[config.mk]
export PLATFORM = sky130hd
export DESIGN_NAME = uart_receiver
export DESIGN_NICKNAME = d
export VERILOG_FILES = /design/src/rtl/uart_receiver.sv
export SDC_FILE = /design/constraint.sdc
export NUM_CORES = 1
export LEC_CHECK = 0
export ABC_CLOCK_PERIOD_IN_PS = 3100
export BUFFER_PORTS_ARGS = -buffer_cell sky130_fd_sc_hd__clkbuf_2
export CAP_MARGIN = 20
export CORE_ASPECT_RATIO = 1.4
export CORE_MARGIN = 5
export CORE_UTILIZATION = 55
export DETAILED_ROUTE_END_ITERATION = 8
export PLACE_DENSITY = 0.79
export SLEW_MARGIN = 20
export SYNTH_ARGS = -nofsm -noshare
export SYNTH_HDL_FRONTEND = slang
export SYNTH_SLANG_ARGS = --single-unit
[constraint.sdc]
create_clock -name clk -period 3.1 [get_ports clk]
set_clock_uncertainty 0.15 [all_clocks]
set_input_delay 0.465 -clock clk [delete_from_list [all_inputs] [get_ports clk]]
set_output_delay 0.465 -clock clk [all_outputs]
set_load 0.01 [all_outputs]
[src/rtl/uart_receiver.sv]
// uart_receiver: UART receive path. Synchronises the raw RX pin, recovers frames
// with 16x oversampling and mid-bit sampling, and buffers bytes in a show-ahead FIFO.
// Optional build macro UART_RX_PARITY_EN: 8E1 framing with a live parity_err flag;
// undefined (default): 8N1 framing and parity_err tied low.
module uart_receiver #(
    parameter int unsigned CLK_FREQ   = 25000000,
    parameter int unsigned BAUD_RATE  = 9600,
    parameter int unsigned FIFO_DEPTH = 4
) (
    input  logic                          clk,
    input  logic                          rst_n,
    input  logic                          rx,
    input  logic                          rd_en,
    input  logic                          err_clr,
    output logic [7:0]                    rx_data,
    output logic                          rx_valid,
    output logic [$clog2(FIFO_DEPTH):0]   fifo_count,
    output logic                          overrun,
    output logic                          frame_err,
    output logic                          parity_err
);

    localparam int unsigned Div  = (CLK_FREQ + BAUD_RATE * 8) / (BAUD_RATE * 16);
    localparam int unsigned DivW = (Div > 1) ? $clog2(Div) : 1;
    localparam int unsigned PtrW = $clog2(FIFO_DEPTH);
    localparam int unsigned CntW = PtrW + 1;

    typedef enum logic [2:0] {
        StIdle,
        StStart,
        StData,
`ifdef UART_RX_PARITY_EN
        StParity,
`endif
        StStop,
        StBreak
    } state_e;

    state_e            r_state;
    state_e            w_state_next;
    logic              r_rx_meta;
    logic              r_rxs;
    logic [DivW-1:0]   r_div_cnt;
    logic              w_tick;
    logic [3:0]        r_sc;
    logic [2:0]        r_bit_cnt;
    logic [7:0]        r_shift;
    logic              w_start;
    logic              w_sc_clr;
    logic              w_shift_en;
    logic              w_push_req;
    logic              w_frame_set;
    logic              w_par_set;
    logic [7:0]        r_mem [FIFO_DEPTH];
    logic [PtrW-1:0]   r_wr_ptr;
    logic [PtrW-1:0]   r_rd_ptr;
    logic [CntW-1:0]   r_count;
    logic              w_full;
    logic              w_pop;
    logic              w_push;
    logic              w_ovr_set;
    logic              r_overrun;
    logic              r_frame_err;

    // Two-flop synchroniser on the asynchronous RX pin; idles high.
    always_ff @(posedge clk or negedge rst_n) begin
        if (!rst_n) begin
            r_rx_meta <= 1'b1;
            r_rxs     <= 1'b1;
        end else begin
            r_rx_meta <= rx;
            r_rxs     <= r_rx_meta;
        end
    end

    assign w_tick = (r_div_cnt == DivW'(Div - 1));

    // Oversampling tick divider; restarted on the start edge so ticks align to it.
    always_ff @(posedge clk or negedge rst_n) begin
        if (!rst_n) begin
            r_div_cnt <= '0;
        end else if (w_start || w_tick) begin
            r_div_cnt <= '0;
        end else begin
            r_div_cnt <= r_div_cnt + DivW'(1);
        end
    end

    // Frame FSM state register.
    always_ff @(posedge clk or negedge rst_n) begin
        if (!rst_n) begin
            r_state <= StIdle;
        end else begin
            r_state <= w_state_next;
        end
    end

    // Frame FSM next-state and datapath control.
    always_comb begin
        w_state_next = r_state;
        w_start      = 1'b0;
        w_sc_clr     = 1'b0;
        w_shift_en   = 1'b0;
        w_push_req   = 1'b0;
        w_frame_set  = 1'b0;
        w_par_set    = 1'b0;
        unique case (r_state)
            StIdle: begin
                if (!r_rxs) begin
                    w_start      = 1'b1;
                    w_sc_clr     = 1'b1;
                    w_state_next = StStart;
                end
            end
            StStart: begin
                if (w_tick && r_sc == 4'd7) begin
                    if (!r_rxs) begin
                        w_sc_clr     = 1'b1;
                        w_state_next = StData;
                    end else begin
                        // Start bit gone by mid-bit: a glitch, not a frame.
                        w_state_next = StIdle;
                    end
                end
            end
            StData: begin
                if (w_tick && r_sc == 4'd15) begin
                    w_shift_en = 1'b1;
                    if (r_bit_cnt == 3'd7) begin
`ifdef UART_RX_PARITY_EN
                        w_state_next = StParity;
`else
                        w_state_next = StStop;
`endif
                    end
                end
            end
`ifdef UART_RX_PARITY_EN
            StParity: begin
                if (w_tick && r_sc == 4'd15) begin
                    // Even parity: data bits plus parity bit must XOR to zero.
                    w_par_set    = (^r_shift) ^ r_rxs;
                    w_state_next = StStop;
                end
            end
`endif
            StStop: begin
                if (w_tick && r_sc == 4'd15) begin
                    if (r_rxs) begin
                        w_push_req   = 1'b1;
                        w_state_next = StIdle;
                    end else begin
                        w_frame_set  = 1'b1;
                        w_state_next = StBreak;
                    end
                end
            end
            StBreak: begin
                // Hold here while the line stays low so a break is not seen as frames.
                if (r_rxs) begin
                    w_state_next = StIdle;
                end
            end
            default: begin
                w_state_next = StIdle;
            end
        endcase
    end

    // Sample counter, bit counter and LSB-first shift register.
    always_ff @(posedge clk or negedge rst_n) begin
        if (!rst_n) begin
            r_sc      <= '0;
            r_bit_cnt <= '0;
            r_shift   <= '0;
        end else begin
            if (w_sc_clr) begin
                r_sc      <= '0;
                r_bit_cnt <= '0;
            end else begin
                if (w_tick) begin
                    r_sc <= r_sc + 4'd1;
                end
                if (w_shift_en) begin
                    r_bit_cnt <= r_bit_cnt + 3'd1;
                end
            end
            if (w_shift_en) begin
                r_shift <= {r_rxs, r_shift[7:1]};
            end
        end
    end

    assign w_full    = (r_count == CntW'(FIFO_DEPTH));
    assign w_pop     = rd_en && rx_valid;
    // A pop in the same cycle frees the slot, so a full FIFO still accepts the push.
    assign w_push    = w_push_req && (!w_full || w_pop);
    assign w_ovr_set = w_push_req && w_full && !w_pop;

    // FIFO storage; contents are don't-care until pushed.
    always_ff @(posedge clk) begin
        if (w_push) begin
            r_mem[r_wr_ptr] <= r_shift;
        end
    end

    // FIFO pointers and occupancy.
    always_ff @(posedge clk or negedge rst_n) begin
        if (!rst_n) begin
            r_wr_ptr <= '0;
            r_rd_ptr <= '0;
            r_count  <= '0;
        end else begin
            if (w_push) begin
                r_wr_ptr <= r_wr_ptr + PtrW'(1);
            end
            if (w_pop) begin
                r_rd_ptr <= r_rd_ptr + PtrW'(1);
            end
            case ({w_push, w_pop})
                2'b10:   r_count <= r_count + CntW'(1);
                2'b01:   r_count <= r_count - CntW'(1);
                default: r_count <= r_count;
            endcase
        end
    end

    // Sticky error flags; a set event wins over a simultaneous clear.
    always_ff @(posedge clk or negedge rst_n) begin
        if (!rst_n) begin
            r_overrun   <= 1'b0;
            r_frame_err <= 1'b0;
        end else begin
            if (w_ovr_set) begin
                r_overrun <= 1'b1;
            end else if (err_clr) begin
                r_overrun <= 1'b0;
            end
            if (w_frame_set) begin
                r_frame_err <= 1'b1;
            end else if (err_clr) begin
                r_frame_err <= 1'b0;
            end
        end
    end

`ifdef UART_RX_PARITY_EN
    logic r_parity_err;

    // Sticky parity error flag.
    always_ff @(posedge clk or negedge rst_n) begin
        if (!rst_n) begin
            r_parity_err <= 1'b0;
        end else if (w_par_set) begin
            r_parity_err <= 1'b1;
        end else if (err_clr) begin
            r_parity_err <= 1'b0;
        end
    end

    assign parity_err = r_parity_err;
`else
    assign parity_err = 1'b0;
`endif

    assign rx_valid   = (r_count != '0);
    assign rx_data    = rx_valid ? r_mem[r_rd_ptr] : 8'h00;
    assign fifo_count = r_count;
    assign overrun    = r_overrun;
    assign frame_err  = r_frame_err;

endmodule

# [Word level (Yosys, flattened, before mapping)]
# Memory sizes are Yosys's and may differ from the RTL's.
# Index checks and enable logic that the tools add are counted.
[word_totals] register_bits=37 memories=1 wordCells=87 ramBits=32
[mem_list] name="r_mem" depth=4 word_bits=8 rd=1 rd_ports_with_merged_regs=0 write_ports=1 line_no="54" source="logic [7:0] r_mem [FIFO_DEPTH];"
[classes] add_sub_neg=7 eq_ne=17 n_mux=32 n_reduce_logical=18
[ops] op="$mux W3" n=9
[ops] op="$mux W8" n=2
[ops] op="$mux W1" n=15
[ops] op="$pmux W3 S5" n=1
[ops] op="$ne A2 B2 Y1 const B" n=6
[ops] op="$reduce_bool A2 Y1" n=5
[ops] op="$eq A3 B3 Y1 const B" n=3
[ops] op="$add A8 B1 Y8 const B" n=1
[ops] op="$eq A8 B8 Y1 const B" n=1
[ops] op="$mux W4" n=2
[ops] op="$add A3 B1 Y3 const B" n=2
[ops] op="$eq A3 B2 Y1 const B" n=2
[ops] op="$logic_and A1 B1 Y1" n=6
[ops] op="$pmux W3 S2" n=1
[ops] op="$reduce_and A6 Y1" n=1
[ops] op="$add A2 B1 Y2 const B" n=2
[ops] op="$add A4 B1 Y4 const B" n=1
[ops] op="$eq A4 B3 Y1 const B" n=1
[ops] op="$eq A4 B4 Y1 const B" n=1
[ops] op="$eq A3 B1 Y1 const B" n=1
[ops] op="$logic_not A3 Y1" n=1
[ops] op="$reduce_bool A3 Y1" n=1
[ops] op="$sub A3 B1 Y3 const B" n=1
[ops] op="$eq A2 B1 Y1 const B" n=1
[ops] op="5 further kinds" n=7

# [Longest topological paths before layout]
[logic_depth] word_depth=7 ltp_mapped=12 mapped_depth_nobuf=12

# [Least setup slack after synthesis]
# No wires, ideal clock.
[synth_path] path_type="flip-flop to flip-flop" from="register r_div_cnt[2]" to="register r_count[2] (netlist: fifo_count[2])" setup_ns=0.127 period_less_slack_ns=2.701 stages_incl_launch_ff=11 path_slack_ns=0.399 n_path_buf=0 arrival_time_ns=2.424 cell_sequence="dfrtp_1 or3b_4 or3_4 nor4_4 inv_1 ha_1 inv_1 fa_1 xor2_1 nor2_1 xor2_1"
[synth_via] elab_chain_len=7
[synth_lines] item="from (decl)" line_no="43" source="logic [DivW-1:0] r_div_cnt;"
[synth_lines] item="from (signal assigned)" line_no="85" source="r_div_cnt <= r_div_cnt + DivW'(1);"
[synth_lines] item="$eq A8 B8 Y1 *" line_no="76" source="assign w_tick = (r_div_cnt == DivW'(Div - 1));"
[synth_lines] item="$logic_and A1 B1 Y1 *" line_no="148" source="if (w_tick && r_sc == 4'd15) begin"
[synth_lines] item="$mux W1 *" line_no="148"
[synth_lines] item="$mux W1 *" line_no="107" source="unique case (r_state)"
[synth_lines] item="$logic_and A1 B1 Y1 *" line_no="197" source="assign w_push = w_push_req && (!w_full || w_pop);"
[synth_lines] item="$eq A2 B1 Y1 or $eq A2 B2 Y1 (tied branches)" line_no="220" source="case ({w_push, w_pop})"
[synth_lines] item="$pmux W3 S2 or $reduce_bool A2 Y1 (tied branches)"
[synth_lines] item="to (signal assigned)" line_no="221" source="2'b10: r_count <= r_count + CntW'(1);"
[synth_lines] item="to (signal assigned)" line_no="222" source="2'b01: r_count <= r_count - CntW'(1);"
[synth_lines] item="to (signal assigned)" line_no="223" source="default: r_count <= r_count;"
[synth_lines] item="to (decl)" line_no="57" source="logic [CntW-1:0] r_count;"
# Every way passes the cells marked *; elsewhere a longest branch is shown, timed or not.
# A chain may end at the register's enable or synchronous reset.

# [Final worst setup path]
[layout_path] from="register r_div_cnt[0]" to="register r_count[2] (netlist: fifo_count[2])"
# The elaborated chain is that of the path after synthesis.

==> results.json <==
{
  "final_nets": 258,
  "maxCapViolations": 0,
  "drt_iter0_drc": 81,
  "clkSlewWorstSetupHoldPaths_ps": 70,
  "antenna_found_initial": 0,
  "n_antenna_cell": 0,
  "finalCritPeriodShare": 0.866,
  "fin_cells": 315,
  "cts_root_buf": "clkbuf_8",
  "slew_headroom": 0.395,
  "clockBufferDepth": 2,
  "worst_pin_slew_ps": 908,
  "cts_tree": "yes",
  "grt_max_degree": 38,
  "ir_drop_v": 0.000278,
  "syn_avg_cell_area_um2": 14.0,
  "hpwl_um": 3430,
  "post-cts-setup-buffers": 0,
  "drive_gt1_frac": 0.251,
  "cts_hold_buf": 0,
  "coreArea_mm2": 0.00545,
  "most-common-layout-cells": "35 x dfrtp_1, 32 x edfxtp_1, 20 x nor2_1",
  "min_path_type": "in2reg",
  "grt_pass1_vias": 1752,
  "detail-route-antenna-nets": 0,
  "port_buffers": 18,
  "required_ps": 3170,
  "die_w_um": 72.7,
  "grt_overflow": 0,
  "vias": 1731,
  "finalHoldViolations": 0,
  "seqPwrFrac": 0.563,
  "critPathKind": "reg2reg",
  "cts_made_buffers": 9,
  "totalWireLength_um": 4780,
  "fillers": 429,
  "synthCells": 216,
  "p_int_mw": 1.41,
  "vias_per_cell": 5.50,
  "wl_per_cell_um": 15.2,
  "switching_power_mw": 0.494,
  "rows": 32,
  "end_kind": "register",
  "firstDrtPassIters": 4,
  "ys_seq_area_frac": 0.624,
  "clkLatencyLatePin_ps": 340,
  "swShare": 0.259,
  "crit_fanout": 5,
  "synth_seq_cells": 69,
  "drc": 0,
  "synthesis.nets": 232,
  "layout_commonest_cell": "dfrtp_1",
  "p_leak_nw": 1.47,
  "start_kind": "register",
  "hold_depth": 1,
  "synth_area_mm2": 0.00303,
  "ios": 20,
  "arrival_ps": 2760,
  "synth_flop_cell": "dfrtp_1",
  "grt_pass1_wl_um": 8050,
  "clkPwrFrac": 0.326,
  "min_period_ps": 2690,
  "setup_tns_ps": 0,
  "syn_to_final_growth_pct": 11.1,
  "slew_violations": 0,
  "die_area_mm2": 0.00711,
  "fmax_mhz": 372,
  "postSynth.asyncResetShare": 0.536,
  "dpl.cell_count": 299,
  "yosysWarningCount": 0,
  "cts_sinks": 69,
  "gr-usage-all-layers": 0.150,
  "setup_viol": 0,
  "place_congestion": 0.788,
  "initial_core_util": 0.556,
  "r2r_cells": 12,
  "combPwrFrac": 0.111,
  "synth.distinct_cells": 45,
  "cts_resized": 0,
  "die_y_um": 97.8,
  "power.density_mw_per_mm2": 566,
  "cts-htree-levels": 3,
  "rsz0062_at_grt": "no",
  "synth_edf_count": 32,
  "outcome": "finished, final reports clean"
}
[flip-flops by register name, indices dropped and copies added, names as in the netlist, 2 cells and up]
signal,flops
r_state,3
r_bit_cnt,3
fifo_count,3
r_rd_ptr,2
r_wr_ptr,2
r_shift,8
r_mem,32
r_sc,4
r_div_cnt,8
[synth_stat cells, types with 2 or more instances]
master	instances	share of area
dfrtp_1	35	0.29
edfxtp_1	32	0.32
nor2_1	20	0.025
nand2_1	13	0.016
inv_1	11	0.014
and2_1	10	0.021
ha_1	10	0.041
mux4_2	8	0.060
xnor2_1	8	0.023
xor2_1	8	0.023
mux2_2	7	0.026
nand3_1	6	0.0099
o21ai_0	5	0.0083
and2_2	4	0.0099
nor3_1	3	0.0050
a21oi_1	2	0.0033
clkbuf_1	2	0.0025
dfstp_2	2	0.017
mux2i_1	2	0.0066
o22ai_1	2	0.0041
or3_1	2	0.0041
[power groups by stage]
stage               clock network, mW  logic [mW]  registers (mW)
floorplan                           0       0.193            1.04
global placement                    0       0.208            1.09
detailed placement                  0       0.215            1.10
CTS                             0.641       0.217            1.08
global route                    0.685       0.240            1.08
finish                          0.621       0.211            1.07
[area by class of cell]
cell class              count  area, um^2  area share
flip-flops and latches     69        1890       0.562
repair buffers             20         105      0.0312
clock buffers              12         145      0.0431
inverters                  11        41.3      0.0123
well taps                  68        85.1      0.0253
clock inverters             4        25.0     0.00744
multi-input cells         131        1070       0.319
[metal layers]
metal / vias up / GRT usage / wire length, um
met3: 15 / 0.0402 / 161
li1: 818 / - / -
met4: 0 / 0.0866 / 152
met2: 34 / 0.268 / 2680
met1: 864 / 0.151 / 1780
met5: - / 0 / 0
[worst max-delay path, stage by stage, from the launching register on]
cell	delay, ps
dfrtp_1	430
inv_1	80
ha_1	150
nand4bb_1	170
or3_4	460
nor4_4	270
inv_1	70
ha_1	200
inv_1	70
fa_1	170
xor2_1	150
nor2_1	70
xor2_1	140
[through the flow]
stage	utilization	setup WS [ps]	hold WS [ps]	power, mW	instance area [um^2]
6_report	0.618	414	56.6	1.90	3360
5_1_grt	0.618	223	46.1	2.01	3360
4_1_cts	0.618	405	46.0	1.94	3360
3_5_place_dp	0.587	417	197	1.31	3190
3_3_place_gp	0.587	493	196	1.30	3190
2_1_floorplan	-	399	19.4	1.23	3030
[kinds of logic after synthesis]
logic type	after synthesis	synth area share
simple gates	70	0.131
flops	69	0.624
mux	18	0.0971
xor+xnor	16	0.0463
buf+inv	16	0.0215
compound gates	15	0.0306
fa+ha+maj	11	0.0479
other cells	1	0.00124
[path summary, 6_finish.rpt]
check	start	end	slack [ps]
max in group asynchronous	rst_n	r_bit_cnt[1]	2140
hold / removal	rx	r_rx_meta	60
setup reg to reg	r_div_cnt[0]	fifo_count[2]	410
hold reg to reg	r_rx_meta	r_rxs	210
setup / recovery	r_div_cnt[0]	fifo_count[2]	410
min in group asynchronous	rst_n	r_rd_ptr[0]	100
No activity file was read; power rests on OpenSTA's default activity.
